**src/rtl/musicbox_pkg.sv**
```systemverilog
// Shared definitions for the music box state machines: state codes,
// recording-memory entry layout and the recorder FSM encoding.
package musicbox_pkg;

  // State codes driven by the state controller on currentState.
  localparam logic [4:0] STATE_DO_NOTHING     = 5'd0;
  localparam logic [4:0] STATE_PLAY_RECORDING = 5'd1;
  localparam logic [4:0] STATE_MAKE_RECORDING = 5'd2;

  // Default field widths of one recording entry.
  localparam int NOTE_W_DEF = 5;
  localparam int RUN_W_DEF  = 11;

  // One recording entry: a note held for run_len milliseconds.
  typedef struct packed {
    logic [NOTE_W_DEF-1:0] note;
    logic [RUN_W_DEF-1:0]  run_len;
  } entry_t;

  // A zero-length silence entry marks the end of a recording.
  localparam entry_t TERMINATOR = '0;

  // Recorder FSM encoding.
  typedef enum logic [2:0] {
    ST_IDLE      = 3'd0,
    ST_RECORD    = 3'd1,
    ST_FLUSH     = 3'd2,
    ST_WRITE_END = 3'd3,
    ST_DONE      = 3'd4
  } rec_state_e;

endpackage

```
**src/rtl/musicbox_rle_write_buffer.sv**
```systemverilog
// One-entry pending write register in front of the recording memory.
// Handshake: an entry is transferred on every cycle where o_wr_en and
// i_mem_ready are both high; o_wr_addr/o_wr_data hold steady until then.
// A push while the slot is occupied (and not leaving this cycle) is dropped
// and sets the sticky overflow flag.
module musicbox_rle_write_buffer
  import musicbox_pkg::*;
#(
  parameter int ADDR_W = 10,
  parameter int DATA_W = 16
) (
  input  logic              i_clk,
  input  logic              i_rst,
  input  logic              i_clear,
  input  logic              i_push,
  input  logic [DATA_W-1:0] i_push_data,
  input  logic              i_mem_ready,
  output logic              o_wr_en,
  output logic [ADDR_W-1:0] o_wr_addr,
  output logic [DATA_W-1:0] o_wr_data,
  output logic              o_accept,
  output logic              o_full_next,
  output logic              o_busy,
  output logic              o_overflow
);

  localparam logic [ADDR_W-1:0] LAST_ADDR = '1;
  localparam logic [ADDR_W-1:0] ADDR_ONE  = {{(ADDR_W-1){1'b0}}, 1'b1};
  localparam logic [ADDR_W-1:0] PRE_LAST  = LAST_ADDR - ADDR_ONE;

  logic              r_valid;
  logic [ADDR_W-1:0] r_addr;
  logic [DATA_W-1:0] r_data;
  logic              r_overflow;
  logic              w_accept;
  logic              w_slot_free;

  assign w_accept    = r_valid && i_mem_ready;
  assign w_slot_free = !r_valid || w_accept;

  assign o_wr_en     = r_valid;
  assign o_wr_addr   = r_addr;
  assign o_wr_data   = r_data;
  assign o_accept    = w_accept;
  // The write being accepted now leaves only the terminator slot free.
  assign o_full_next = w_accept && (r_addr == PRE_LAST);
  assign o_busy      = r_valid;
  assign o_overflow  = r_overflow;

  // Pending slot, address counter and overflow flag; the address stops at
  // the last location so it never wraps back over the recording.
  always_ff @(posedge i_clk) begin
    if (i_rst || i_clear) begin
      r_valid    <= 1'b0;
      r_addr     <= '0;
      r_data     <= '0;
      r_overflow <= 1'b0;
    end else begin
      if (i_push) begin
        if (w_slot_free) begin
          r_valid <= 1'b1;
          r_data  <= i_push_data;
        end else begin
          r_overflow <= 1'b1;
        end
      end else if (w_accept) begin
        r_valid <= 1'b0;
      end
      if (w_accept && (r_addr != LAST_ADDR)) begin
        r_addr <= r_addr + ADDR_ONE;
      end
    end
  end

endmodule

```
**src/rtl/musicbox_state_make_recording.sv**
```systemverilog
// Recording state of the music box: samples the user note every 1 kHz tick,
// run-length encodes it into {note, run_len} entries, writes them to the
// recording memory and closes the recording with a {0,0} terminator.
module musicbox_state_make_recording
  import musicbox_pkg::*;
#(
  parameter logic [4:0] STATE_ID = STATE_MAKE_RECORDING,
  parameter int         MAX_MS   = 5000,
  parameter int         ADDR_W   = 10,
  parameter int         NOTE_W   = NOTE_W_DEF,
  parameter int         RUN_W    = RUN_W_DEF
) (
  input  logic                    clock_50Mhz,
  input  logic                    reset,
  input  logic [4:0]              currentState,
  input  logic                    tick_1khz,
  input  logic [NOTE_W-1:0]       note_in,
  input  logic                    stop_request,
  output logic                    mem_wr_en,
  output logic [ADDR_W-1:0]       mem_wr_addr,
  output logic [NOTE_W+RUN_W-1:0] mem_wr_data,
  input  logic                    mem_wr_ready,
  output logic [ADDR_W:0]         record_length,
  output logic                    stateComplete,
  output logic [31:0]             debugString
);

  localparam int                ENTRY_W  = NOTE_W + RUN_W;
  localparam logic [RUN_W-1:0]  RUN_MAX  = '1;
  localparam logic [RUN_W-1:0]  RUN_ONE  = {{(RUN_W-1){1'b0}}, 1'b1};
  localparam logic [ADDR_W:0]   LEN_ONE  = {{ADDR_W{1'b0}}, 1'b1};
  localparam logic [15:0]       MAX_MS_C = 16'(MAX_MS);

  rec_state_e          r_state;
  logic [NOTE_W-1:0]   r_run_note;
  logic [RUN_W-1:0]    r_run_len;
  logic [15:0]         r_ms_count;
  logic [ADDR_W:0]     r_record_length;

  logic                w_active;
  logic                w_extend;
  logic [15:0]         w_ms_next;
  logic                w_push;
  logic [ENTRY_W-1:0]  w_push_data;
  logic                w_clear;
  logic                w_accept;
  logic                w_full_next;
  logic                w_busy;
  logic                w_overflow;
  logic [ADDR_W-1:0]   w_addr;
  logic [10:0]         w_addr_ext;

  assign w_active  = (currentState == STATE_ID);
  assign w_extend  = (note_in == r_run_note) && (r_run_len != RUN_MAX);
  assign w_ms_next = (r_ms_count != MAX_MS_C) ? r_ms_count + 16'd1 : r_ms_count;

  // Decide what (if anything) goes into the pending write slot this cycle.
  always_comb begin
    w_push      = 1'b0;
    w_push_data = {r_run_note, r_run_len};
    w_clear     = 1'b0;
    if ((r_state != ST_IDLE) && !w_active) begin
      w_clear = 1'b1;
    end else begin
      case (r_state)
        ST_IDLE: begin
          w_clear = w_active;
        end
        ST_RECORD: begin
          if (w_full_next) begin
            w_push      = 1'b1;
            w_push_data = '0;
          end else if (tick_1khz && !w_extend && (r_run_len != '0)) begin
            w_push = 1'b1;
          end
        end
        ST_FLUSH: begin
          if (w_full_next) begin
            w_push      = 1'b1;
            w_push_data = '0;
          end else if (!w_busy) begin
            w_push = 1'b1;
            if (r_run_len == '0) w_push_data = '0;
          end
        end
        default: begin
          w_push = 1'b0;
        end
      endcase
    end
  end

  musicbox_rle_write_buffer #(
    .ADDR_W (ADDR_W),
    .DATA_W (ENTRY_W)
  ) u_wbuf (
    .i_clk       (clock_50Mhz),
    .i_rst       (reset),
    .i_clear     (w_clear),
    .i_push      (w_push),
    .i_push_data (w_push_data),
    .i_mem_ready (mem_wr_ready),
    .o_wr_en     (mem_wr_en),
    .o_wr_addr   (w_addr),
    .o_wr_data   (mem_wr_data),
    .o_accept    (w_accept),
    .o_full_next (w_full_next),
    .o_busy      (w_busy),
    .o_overflow  (w_overflow)
  );

  // FSM and run accounting; leaving STATE_ID aborts from any active state.
  always_ff @(posedge clock_50Mhz) begin
    if (reset) begin
      r_state         <= ST_IDLE;
      r_run_note      <= '0;
      r_run_len       <= '0;
      r_ms_count      <= '0;
      r_record_length <= '0;
    end else if ((r_state != ST_IDLE) && !w_active) begin
      r_state <= ST_IDLE;
      if (r_state != ST_DONE) r_record_length <= '0;
    end else begin
      case (r_state)
        ST_IDLE: begin
          if (w_active) begin
            r_run_note      <= note_in;
            r_run_len       <= '0;
            r_ms_count      <= '0;
            r_record_length <= '0;
            r_state         <= ST_RECORD;
          end
        end
        ST_RECORD: begin
          if (w_full_next) begin
            r_state <= ST_WRITE_END;
          end else begin
            if (tick_1khz) begin
              r_ms_count <= w_ms_next;
              if (w_extend) begin
                r_run_len <= r_run_len + RUN_ONE;
              end else begin
                r_run_note <= note_in;
                r_run_len  <= RUN_ONE;
              end
            end
            if ((tick_1khz && (w_ms_next == MAX_MS_C)) || stop_request) begin
              r_state <= ST_FLUSH;
            end
          end
        end
        ST_FLUSH: begin
          if (w_full_next) begin
            r_state <= ST_WRITE_END;
          end else if (!w_busy) begin
            if (r_run_len != '0) r_run_len <= '0;
            else                 r_state   <= ST_WRITE_END;
          end
        end
        ST_WRITE_END: begin
          if (w_accept) begin
            r_record_length <= {1'b0, w_addr} + LEN_ONE;
            r_state         <= ST_DONE;
          end
        end
        ST_DONE: begin
          r_state <= ST_DONE;
        end
        default: begin
          r_state <= ST_IDLE;
        end
      endcase
    end
  end

  assign w_addr_ext    = 11'(w_addr);
  assign mem_wr_addr   = w_addr;
  assign record_length = r_record_length;
  assign stateComplete = (r_state == ST_DONE);
  assign debugString   = {w_overflow, 4'b0000, w_addr_ext, r_ms_count};

endmodule
```
**config.mk**
```make
export PLATFORM = sky130hd
export DESIGN_NAME = musicbox_state_make_recording
export DESIGN_NICKNAME = d
export VERILOG_FILES = /design/src/rtl/musicbox_pkg.sv /design/src/rtl/musicbox_rle_write_buffer.sv /design/src/rtl/musicbox_state_make_recording.sv
export SDC_FILE = /design/constraint.sdc
export NUM_CORES = 1
export LEC_CHECK = 0
export ABC_AREA = 0
export CORE_ASPECT_RATIO = 0.7
export CORE_MARGIN = 3
export CORE_UTILIZATION = 47
export DETAILED_ROUTE_END_ITERATION = 10
export HOLD_SLACK_MARGIN = 0.05
export PLACE_DENSITY = 0.78
export RECOVER_POWER = 25
export SYNTH_ARGS = -nofsm -noshare
export SYNTH_HDL_FRONTEND = slang
export SYNTH_SLANG_ARGS = --single-unit
export TNS_END_PERCENT = 30
```
**constraint.sdc**
```tcl
create_clock -name clock_50Mhz -period 2.9 [get_ports clock_50Mhz]
set_input_delay 0.58 -clock clock_50Mhz [delete_from_list [all_inputs] [get_ports clock_50Mhz]]
set_output_delay 0.58 -clock clock_50Mhz [all_outputs]
set_load 0.03 [all_outputs]
```
## Word level (Yosys, flattened, before mapping)

Index checks and enable logic that the tools add are counted.
Widths: inputs -> output; s select.

| word-level totals | value |
|---|---|
| bits in registers | 74 |
| latch bits | 0 |
| memory bits (writable) | 0 |
| memory bits (read-only) | 0 |
| input port bits | 15 |
| output and inout port bits | 71 |
| logic and storage cells | 120 |
| memories | 0 |

| cells by class | value |
|---|---|
| add/subtract/negate cells | 4 |
| $mul | 0 |
| divide/modulo/power cells | 0 |
| $lt $le $gt $ge | 0 |
| equal/unequal tests | 27 |
| shift operators | 0 |
| multiplexer cells | 47 |
| bitwise gates (word level) | 2 |
| reduce and logical (&&, ||, !) cells | 31 |

Operators by type and width:

| cell | count |
|---|---|
| $mux 16 | 9 |
| $mux 11 | 10 |
| $pmux 16 s2 | 2 |
| $pmux 11 s3 | 1 |
| $pmux 11 s2 | 1 |
| $mux 3 | 7 |
| $mux 5 | 4 |
| $add 16x1->16 const B | 1 |
| $eq 16x13->1 const B | 1 |
| $ne 16x13->1 const B | 1 |
| $ne 2x2->1 const B | 8 |
| $pmux 3 s5 | 1 |
| $ne 3x2->1 const B | 4 |
| $add 10x1->11 const B | 1 |
| $add 11x1->11 const B | 1 |
| $logic_not 11->1 | 1 |
| $ne 11x11->1 const B | 1 |
| $reduce_bool 11->1 | 1 |
| $add 10x1->10 const B | 1 |
| $eq 10x10->1 const B | 1 |
| $mux 1 | 10 |
| $ne 10x10->1 const B | 1 |
| $pmux 5 s2 | 1 |
| $reduce_and 5->1 | 2 |
| 20 further kinds | 40 |

## Depth between registers and ports, before layout

Gate-level depths: netlist (run 1).

| logic depth | value |
|---|---|
| word-level depth | 11 |
| gate-level depth with buffers | 12 |

## Hierarchy

From an unflattened synthesis (run 1), not the netlist that was laid out.

| unflattened totals | value |
|---|---|
| cell total of the unflattened synthesis | 543 |
| area, all modules | 4299.1 sq um |

By module, submodules not included:

| module | instances | cells each | area an instance (sq um) |
|---|---|---|---|
| musicbox_state_make_recording | 1 | 402 | 3131.8 |
| musicbox_rle_write_buffer | 1 | 141 | 1167.4 |

## Least setup slack after synthesis (run 1)

OpenSTA, ideal clock, no wires.

| timing path | value |
|---|---|
| kind | input -> register |
| start point | in currentState[0] |
| end point | reg u_wbuf.r_data[10] (netlist: u_wbuf.o_wr_data[10]) |
| setup time | 0.072 ns |
| data arrival time | 2.761 ns |
| data required time | 2.828 ns |
| slack | 0.067 ns |
| stages on the path | 9 |
| path buffers | 3 |
| cell sequence | or4_1 ha_1 buf_2 or2_2 a221o_1 nor2b_1 buf_2 buf_4 mux2i_1 |

| between the ends | value |
|---|---|
| longest elaborated chain between the ends | 5 |
| elaborated cells on any way between the ends | 9 |
| classes of those cells | eq/ne: 1; mux: 4; reduce/logical: 4 |

RTL lines:

| what | RTL line | RTL |
|---|---|---|
| from (decl) | musicbox_state_make_recording.sv:15 | `input logic [4:0] currentState,` |
| $eq 5x2->1 * | musicbox_state_make_recording.sv:53 | `assign w_active = (currentState == STATE_ID);` |
| $logic_not 1->1 | musicbox_state_make_recording.sv:62 | `if ((r_state != ST_IDLE) && !w_active) begin` |
| $logic_and 1x1->1 | musicbox_state_make_recording.sv:62 |  |
| $mux 1 | musicbox_state_make_recording.sv:62 |  |
| $reduce_and 2->1 (no source line) / $logic_or 1x1->1 (equally long branches) | -- |  |
| to (signal assigned) | musicbox_rle_write_buffer.sv:62 | `r_data <= i_push_data;` |
| to (decl) | musicbox_rle_write_buffer.sv:33 | `logic [DATA_W-1:0] r_data;` |

Every way passes the cells marked *; elsewhere a longest branch is shown, timed or not.
A chain may end at the register's enable or synchronous reset.

## Final worst setup path (run 1)

| timing path | value |
|---|---|
| start point | in currentState[3] |
| end point | reg r_run_note[3] |

| between the ends | value |
|---|---|
| longest elaborated chain between the ends | 5 |
| elaborated cells on any way between the ends | 6 |
| classes of those cells | eq/ne: 2; bitwise: 1; reduce/logical: 3 |

RTL lines:

| what | RTL line | RTL |
|---|---|---|
| $eq 5x2->1 * | musicbox_state_make_recording.sv:53 |  |
| $logic_not 1->1 | musicbox_state_make_recording.sv:120 | `end else if ((r_state != ST_IDLE) && !w_active) begin` |
| $logic_and 1x1->1 | musicbox_state_make_recording.sv:120 |  |
| $not 1->1 (no source line) | -- |  |
| $reduce_and 6->1 (no source line) * | -- |  |
| to (signal assigned) | musicbox_state_make_recording.sv:127 | `r_run_note <= note_in;` |
| to (signal assigned) | musicbox_state_make_recording.sv:143 | `r_run_note <= note_in;` |
| to (decl) | musicbox_state_make_recording.sv:35 | `logic [NOTE_W-1:0] r_run_note;` |

Marked as above.

==> run_results.csv, run 1 <==
group,metric,value,unit
outcome,status,"complete, no violations",
setup_path,arrival,2990,ps
synth,yosysSeqAreaShare,35.5,%
drt,wl_met3,748,um
sta,worstMarginPinSlew,679,ps
synth,ys_seq_elements,74,
setup_path,crit_path_end_kind,"flip-flop",
synth,synth.most_common_cell,"dfxtp_1",
clocking,cts_tree,"done",
global_route,grt_max_degree,40,
sta,finalClockSkew,5.78,ps
die,die_w,119,um
sta,fin_crit,2790,ps
drt,topRoutingLayerUsed,"met4",
synth,yosysWarnings,0,
clocking,cts.sinks,74,
sta,max_freq,0.358,GHz
final_layout,layout.nets,627,
die,die_height,84.9,um
clocking,cts_buffers,9,
setup_path,cp-start-kind,"primary input",
drt,route.detailed.drc,0,
synth,avgSynthCellArea,7.96,um2
die,rows,28,
setup_path,slowest_stage,"or4_4",
global_route,grt_overflow,0,
die,initial_utilization,48.9,%
sta,setup_viol,0,
drt,drt-met1-wl,5240,um
clocking,cts-hold-fix-buffers,0,
synth,syn-instance-count,525,
setup_path,crit_type,"primary input to flip-flop",
setup_path,critPathMostFrequentCell,"buf_4",
drt,postRouteAntennaNets,0,
pwr,seq_power_share,34.5,%
synth,yosys.area.top_type,"dfxtp_1",
drt,dr.pass1.iters,5,
final_layout,antenna_cells,0,
drt,detail_route.wl_per_cell,15.0,um
clocking,post-cts-setup-buffers,0,
synth,synth_top_area_share,35.5,%
drt,via_per_inst,5.47,
final_layout,utilization,64.3,%
sta,setup_tns,0,ps
final_layout,area_growth,31.6,%
setup_path,worst-path-buf-inv,3,
clocking,cts-root-buf,"clkbuf_16",
synth,synthArstFlopShare,0,%
final_layout,drive_gt1_share,11.5,%
sta,hold_violations,0,
clocking,htreeDepth,3,
sta,max-slew-margin-rel,54.1,%
pwr,clock_power_share,39.8,%
sta,hold_slack,459,ps
drt,routed_wl,10900,um
synth,synth_area,0.00418,mm2
pwr,p_comb_share,25.7,%
clocking,cts.clk_slew.worst_paths,50,ps
placed_design,hpwl,7960,um
global_route,grtUsageTotal,22.0,%
pwr,power_switching,0.911,mW
synth,ys_top_cells_by_area,"dfxtp_1, nand2_1, mux2i_1",
drt,drt_iter0_markers,285,
sta,grt_setup_unrepaired,"false",
job,cap_violations,0,
synth,synth_edf_count,0,
setup_path,worst_path_largest_cell_delay,450,ps
setup_path,critPathRequiredTime,3100,ps
pwr,swShare,29.5,%
global_route,grt_pass1_wl,18200,um
setup_path,cpLargestDelayFamily,"simple AND/OR/NAND/NOR gates",
drt,route.vias.total,3982,
sta,finalMaxSlewViolations,0,
pwr,p_leak,2.03,nW
placed_design,port_buffers,80,
hold_path,hold_path.class,"flip-flop to flip-flop",
synth,yosysUniqueCellTypes,61,
global_route,antenna_found_initial,0,
pwr,irDropWorstVdd,0.490,mV
setup_path,path_cells,"clkdlybuf4s50_1 > nand2b_1 > or4_4 > ha_2 > nor4_1 > buf_4 > o21ai_2 > a21oi_1 > buf_4 > mux2i_1 > nor2_1",
drt,wl_met2,4740,um
die,core,0.00855,mm2
global_route,grt_pass1_vias,3687,
pwr,internal-power,2.17,mW
die,ioPinCount,86,
clocking,clockBufferDepth,2,
setup_path,critPathMaxFanout,7,
pwr,power_density,561,mW/mm2
placed_design,gp_congestion,0.949,
synth,synth_commonest_cells,"dfxtp_1, nand2_1, nor2_1",
die,die-area,0.0101,mm2
clocking,clkLatencyLatePin,340,ps
sta,fin_crit_sh,96.3,%
synth,synth_flop_cell,"dfxtp_1",
## kinds of logic (layout without fill, tap and decap cells)
kind of cell	after synthesis	in the layout	synth area share, %
XOR/XNOR	32	32	6.71
AO/OA/AOI/OAI	85	85	13.5
multiplexers	23	23	5.51
buffers and inverters	62	141	7.43
flip-flops	74	74	35.5
AND/OR/NAND/NOR	239	239	28.6
adder cells (fa/ha/maj)	9	9	2.70
other	1	5	0.0898
## metal layers
layer	GRT usage (%)	vias up
li1	-	1961
met3	6.93	20
met4	6.73	0
met1	31.1	1857
met2	32.2	144
met5	0	-
## worst register-to-register path, cell delays in order (launching register included)
cell and delay (ps):
dfxtp_1 450, ha_1 210, nand3_1 160, nor4_1 420
o311ai_0 260, a221o_1 390, nor2b_2 170, buf_12 180
mux2i_1 220
## layout by cell type, fill, tap and decap left out, types with 3 or more instances in the layout
cell type        netlist  layout
nand4_1                7       7
nand2b_1               6       6
a21oi_1               22      22
buf_4                 17      28
xnor2_1               22      22
and4_1                 4       4
nor2_1                60      60
ha_1                   9       8
and2_1                 8       8
conb_1                 1       5
a22oi_1               14      14
inv_1                 15      15
nand3_1               15      15
nor3_1                12      12
nor2b_1                8       7
or3_1                  6       6
nand2_1               72      72
mux2i_1               23      23
and3_1                10      10
a31oi_1                3       3
clkbuf_16              0       9
nor4_1                10      10
clkdlybuf4s50_1        0      49
or2_2                  5       5
o21ai_0               22      22
dfxtp_1               74      74
dlygate4sd3_1          0      31
xor2_1                10      10
## power groups by stage
| stage | logic (mW) | registers, mW | clock network (mW) |
|---|---|---|---|
| finish | 0.791 | 1.06 | 1.23 |
| CTS | 0.779 | 1.06 | 1.25 |
| detailed placement | 0.766 | 1.09 | 0 |
| global route | 0.862 | 1.07 | 1.29 |
| floorplan | 0.466 | 1.08 | 0 |
| global placement | 0.750 | 1.08 | 0 |
## registers in the layout, summed over array words and instances, names as in the netlist
register and count:
record_length 11, u_wbuf.o_wr_data 16, r_ms_count 16, r_run_note 5, u_wbuf.o_wr_addr 10, u_wbuf.o_overflow 1, r_state 3, r_run_len 11
u_wbuf.o_busy 1
## repair_timing
item	CTS	global route
endpoints found under the setup margin	6	33
gates resized for setup	2	3
gates cloned	0	0
## final timing paths
| path | startpoint | endpoint | slack, ps | cells past startpoint |
|---|---|---|---|---|
| worst max-delay path | currentState[3] | r_run_note[3] | 110 | 11 |
| worst min-delay path | u_wbuf.o_wr_data[9] | u_wbuf.o_wr_data[9] | 460 | 2 |
| worst max register to register | r_run_len[0] | u_wbuf.o_wr_data[10] | 370 | 8 |
| worst min register to register | u_wbuf.o_wr_data[9] | u_wbuf.o_wr_data[9] | 460 | 2 |
## stage by stage
stage,total power [mW],std cells,area (um2),setup WS [ps]
final,3.08,728,5500,107
after floorplan,1.55,529,4190,67.5
after global placement,1.83,712,5150,-368
after global routing,3.22,728,5500,6.93
after CTS,3.09,728,5490,6.35
after detailed placement,1.85,712,5150,-429
## area by class of cell
type	instances	area, um2
fill	754	3050
multi-input combinational	393	2430
sequential	74	1480
timing repair buffer	110	1050
clock buffer	12	256
tap	120	150
clock inverter	4	73.8
inverter	15	56.3
No activity file was read; power rests on OpenSTA's default activity.
==> run 2: changes to the inputs <==
MAX_ROUTING_LAYER = met4   (was unset)
==> run_results.csv, run 2 (synthesis results as in run 1) <==
group,metric,value,unit
clocking,clkLatencyLatePin,330,ps
die,rows,28,
drt,detail_route.wl_per_cell,14.5,um
placed_design,dp_cells,713,
sta,max-slew-margin-rel,53.5,%
setup_path,reg2regPathDepth,8,
clocking,cts_tree,"done",
clocking,cts.sinks,74,
die,die_w,119,um
sta,fin_crit,2750,ps
drt,route.detailed.drc,0,
final_layout,layout.nets,628,
setup_path,cp-start-kind,"primary input",
clocking,cts_buffers,9,
final_layout,nFillCells,760,
drt,drt_iter0_markers,327,
global_route,grt_max_degree,40,
clocking,clockBufferDepth,2,
setup_path,crit_path_end_kind,"flip-flop",
pwr,p_leak,2.03,nW
job,cap_violations,0,
clocking,cts.clk_slew.worst_paths,50,ps
sta,finalMaxSlewViolations,0,
final_layout,area_growth,32.1,%
sta,worstMarginPinSlew,687,ps
drt,via_per_inst,5.43,
setup_path,worst_path_largest_cell_delay,450,ps
setup_path,startpoint,"currentState[3]",
final_layout,drive_gt1_share,11.8,%
sta,max_freq,0.363,GHz
final_layout,final_cells,728,
drt,route.vias.total,3951,
final_layout,utilization,64.5,%
setup_path,worstReg2RegStart,"r_run_len[1]",
setup_path,crit_type,"primary input to flip-flop",
setup_path,setup.worst_path.end,"u_wbuf.o_wr_data[6]",
sta,hold_violations,0,
clocking,cts-root-buf,"clkbuf_16",
clocking,htreeDepth,3,
outcome,status,"complete, no violations",
hold_path,hold_path.class,"flip-flop to flip-flop",
global_route,grtUsageTotal,21.9,%
setup_path,slowest_stage,"or4_4",
global_route,grt_pass1_wl,17600,um
pwr,irDropWorstVdd,0.513,mV
die,die_height,84.9,um
sta,setup_viol,0,
final_layout,final_common_cell,"dfxtp_1",
setup_path,path_cells,"clkdlybuf4s50_1 > nand2b_1 > or4_4 > ha_2 > or2_2 > a221o_1 > nor2b_2 > buf_12 > mux2i_1",
sta,fin_crit_sh,95.0,%
global_route,grt_pass1_vias,3557,
pwr,power_density,558,mW/mm2
drt,routed_wl,10600,um
final_layout,layout_common_cells,"dfxtp_1, nand2_1, nor2_1",
setup_path,arrival,3010,ps
final_layout,regArea,0.00148,mm2
final_layout,antenna_cells,0,
placed_design,hpwl,7650,um
setup_path,critPathRequiredTime,3160,ps
die,initial_utilization,48.9,%
sta,hold_slack,452,ps
drt,dr.pass1.iters,5,
die,core,0.00855,mm2
placed_design,gp_congestion,0.939,
setup_path,critPathMaxFanout,16,
die,die-area,0.0101,mm2
global_route,antenna_found_initial,0,
die,ioPinCount,86,
global_route,grt_overflow,0,
drt,postRouteAntennaNets,0,
sta,finalClockSkew,5.28,ps
setup_path,reg2reg_to,"u_wbuf.o_wr_data[6]",
sta,grt_setup_unrepaired,"false",
setup_path,r2r_slack,330,ps
placed_design,port_buffers,80,
final_layout,multiInputGateArea,0.00246,mm2
==> run 2: critical path: cells and delay by family <==
kind	cells	cell delay, ps
AND/OR/NAND/NOR	4	1060
buffers and inverters	2	580
AO/OA/AOI/OAI	1	310
adder cells (fa/ha/maj)	1	250
multiplexers	1	210
==> run 2: report_power, final <==
part | switching (mW) | internal (mW) | total, mW | leakage (nW)
combinational | 0.480 | 0.339 | 0.819 | 1.28
sequential | 0.0219 | 1.04 | 1.06 | 0.596
clock | 0.398 | 0.796 | 1.19 | 0.156
==> run 2: repair_timing <==
item | 4_1_cts | 5_1_grt
pin swaps | 0 | 1
gates cloned | 0 | 0
setup buffers | 0 | 0
hold buffers | 0 | 0
endpoints found under the setup margin | 19 | 48
resized for setup | 4 | 7
==> run 2: cell type report <==
| class | instances | share of cell area, % |
|---|---|---|
| tap | 120 | 2.72 |
| timing repair buffer | 111 | 19.0 |
| clock buffer | 13 | 4.72 |
| multi-input combinational | 393 | 44.6 |
| clock inverter | 2 | 1.09 |
| inverter | 15 | 1.02 |
| sequential | 74 | 26.8 |
==> run 2: through the flow <==
stage | power, mW | TNS, ps | setup WS (ps) | cell area, um2
floorplan | 1.55 | 0 | 67.5 | 4190
CTS | 3.06 | -151 | -41.7 | 5480
global placement | 1.83 | -12080 | -335 | 5140
global route | 3.22 | 0 | 5.48 | 5520
detailed placement | 1.84 | -13890 | -490 | 5140
finish | 3.08 | 0 | 146 | 5520
==> run 2: worst min path at each step <==
stage,start,endpoint,cells past startpoint
floorplan,u_wbuf.o_overflow,u_wbuf.o_overflow,1
global placement,u_wbuf.o_wr_data[13],u_wbuf.o_wr_data[13],2
detailed placement,u_wbuf.o_wr_data[9],u_wbuf.o_wr_data[9],2
CTS,u_wbuf.o_wr_data[9],u_wbuf.o_wr_data[9],2
global route,u_wbuf.o_wr_data[10],u_wbuf.o_wr_data[10],2
finish,u_wbuf.o_wr_data[5],u_wbuf.o_wr_data[5],2
==> run 2: layer usage <==
metal  track usage [%]  vias up  share of wire [%]
met2              32.5      145                 44
li1                  -     1957                  -
met3              5.53       12                6.9
met4              6.83        0               0.92
met5                 -        -                  0
met1              29.6     1837                 49
==> run 3: changes to the inputs <==
MAX_ROUTING_LAYER = unset   (was met4)
==> results of run 3 <==
No change in the layout: final DEF, timing and power equal those of run 1.
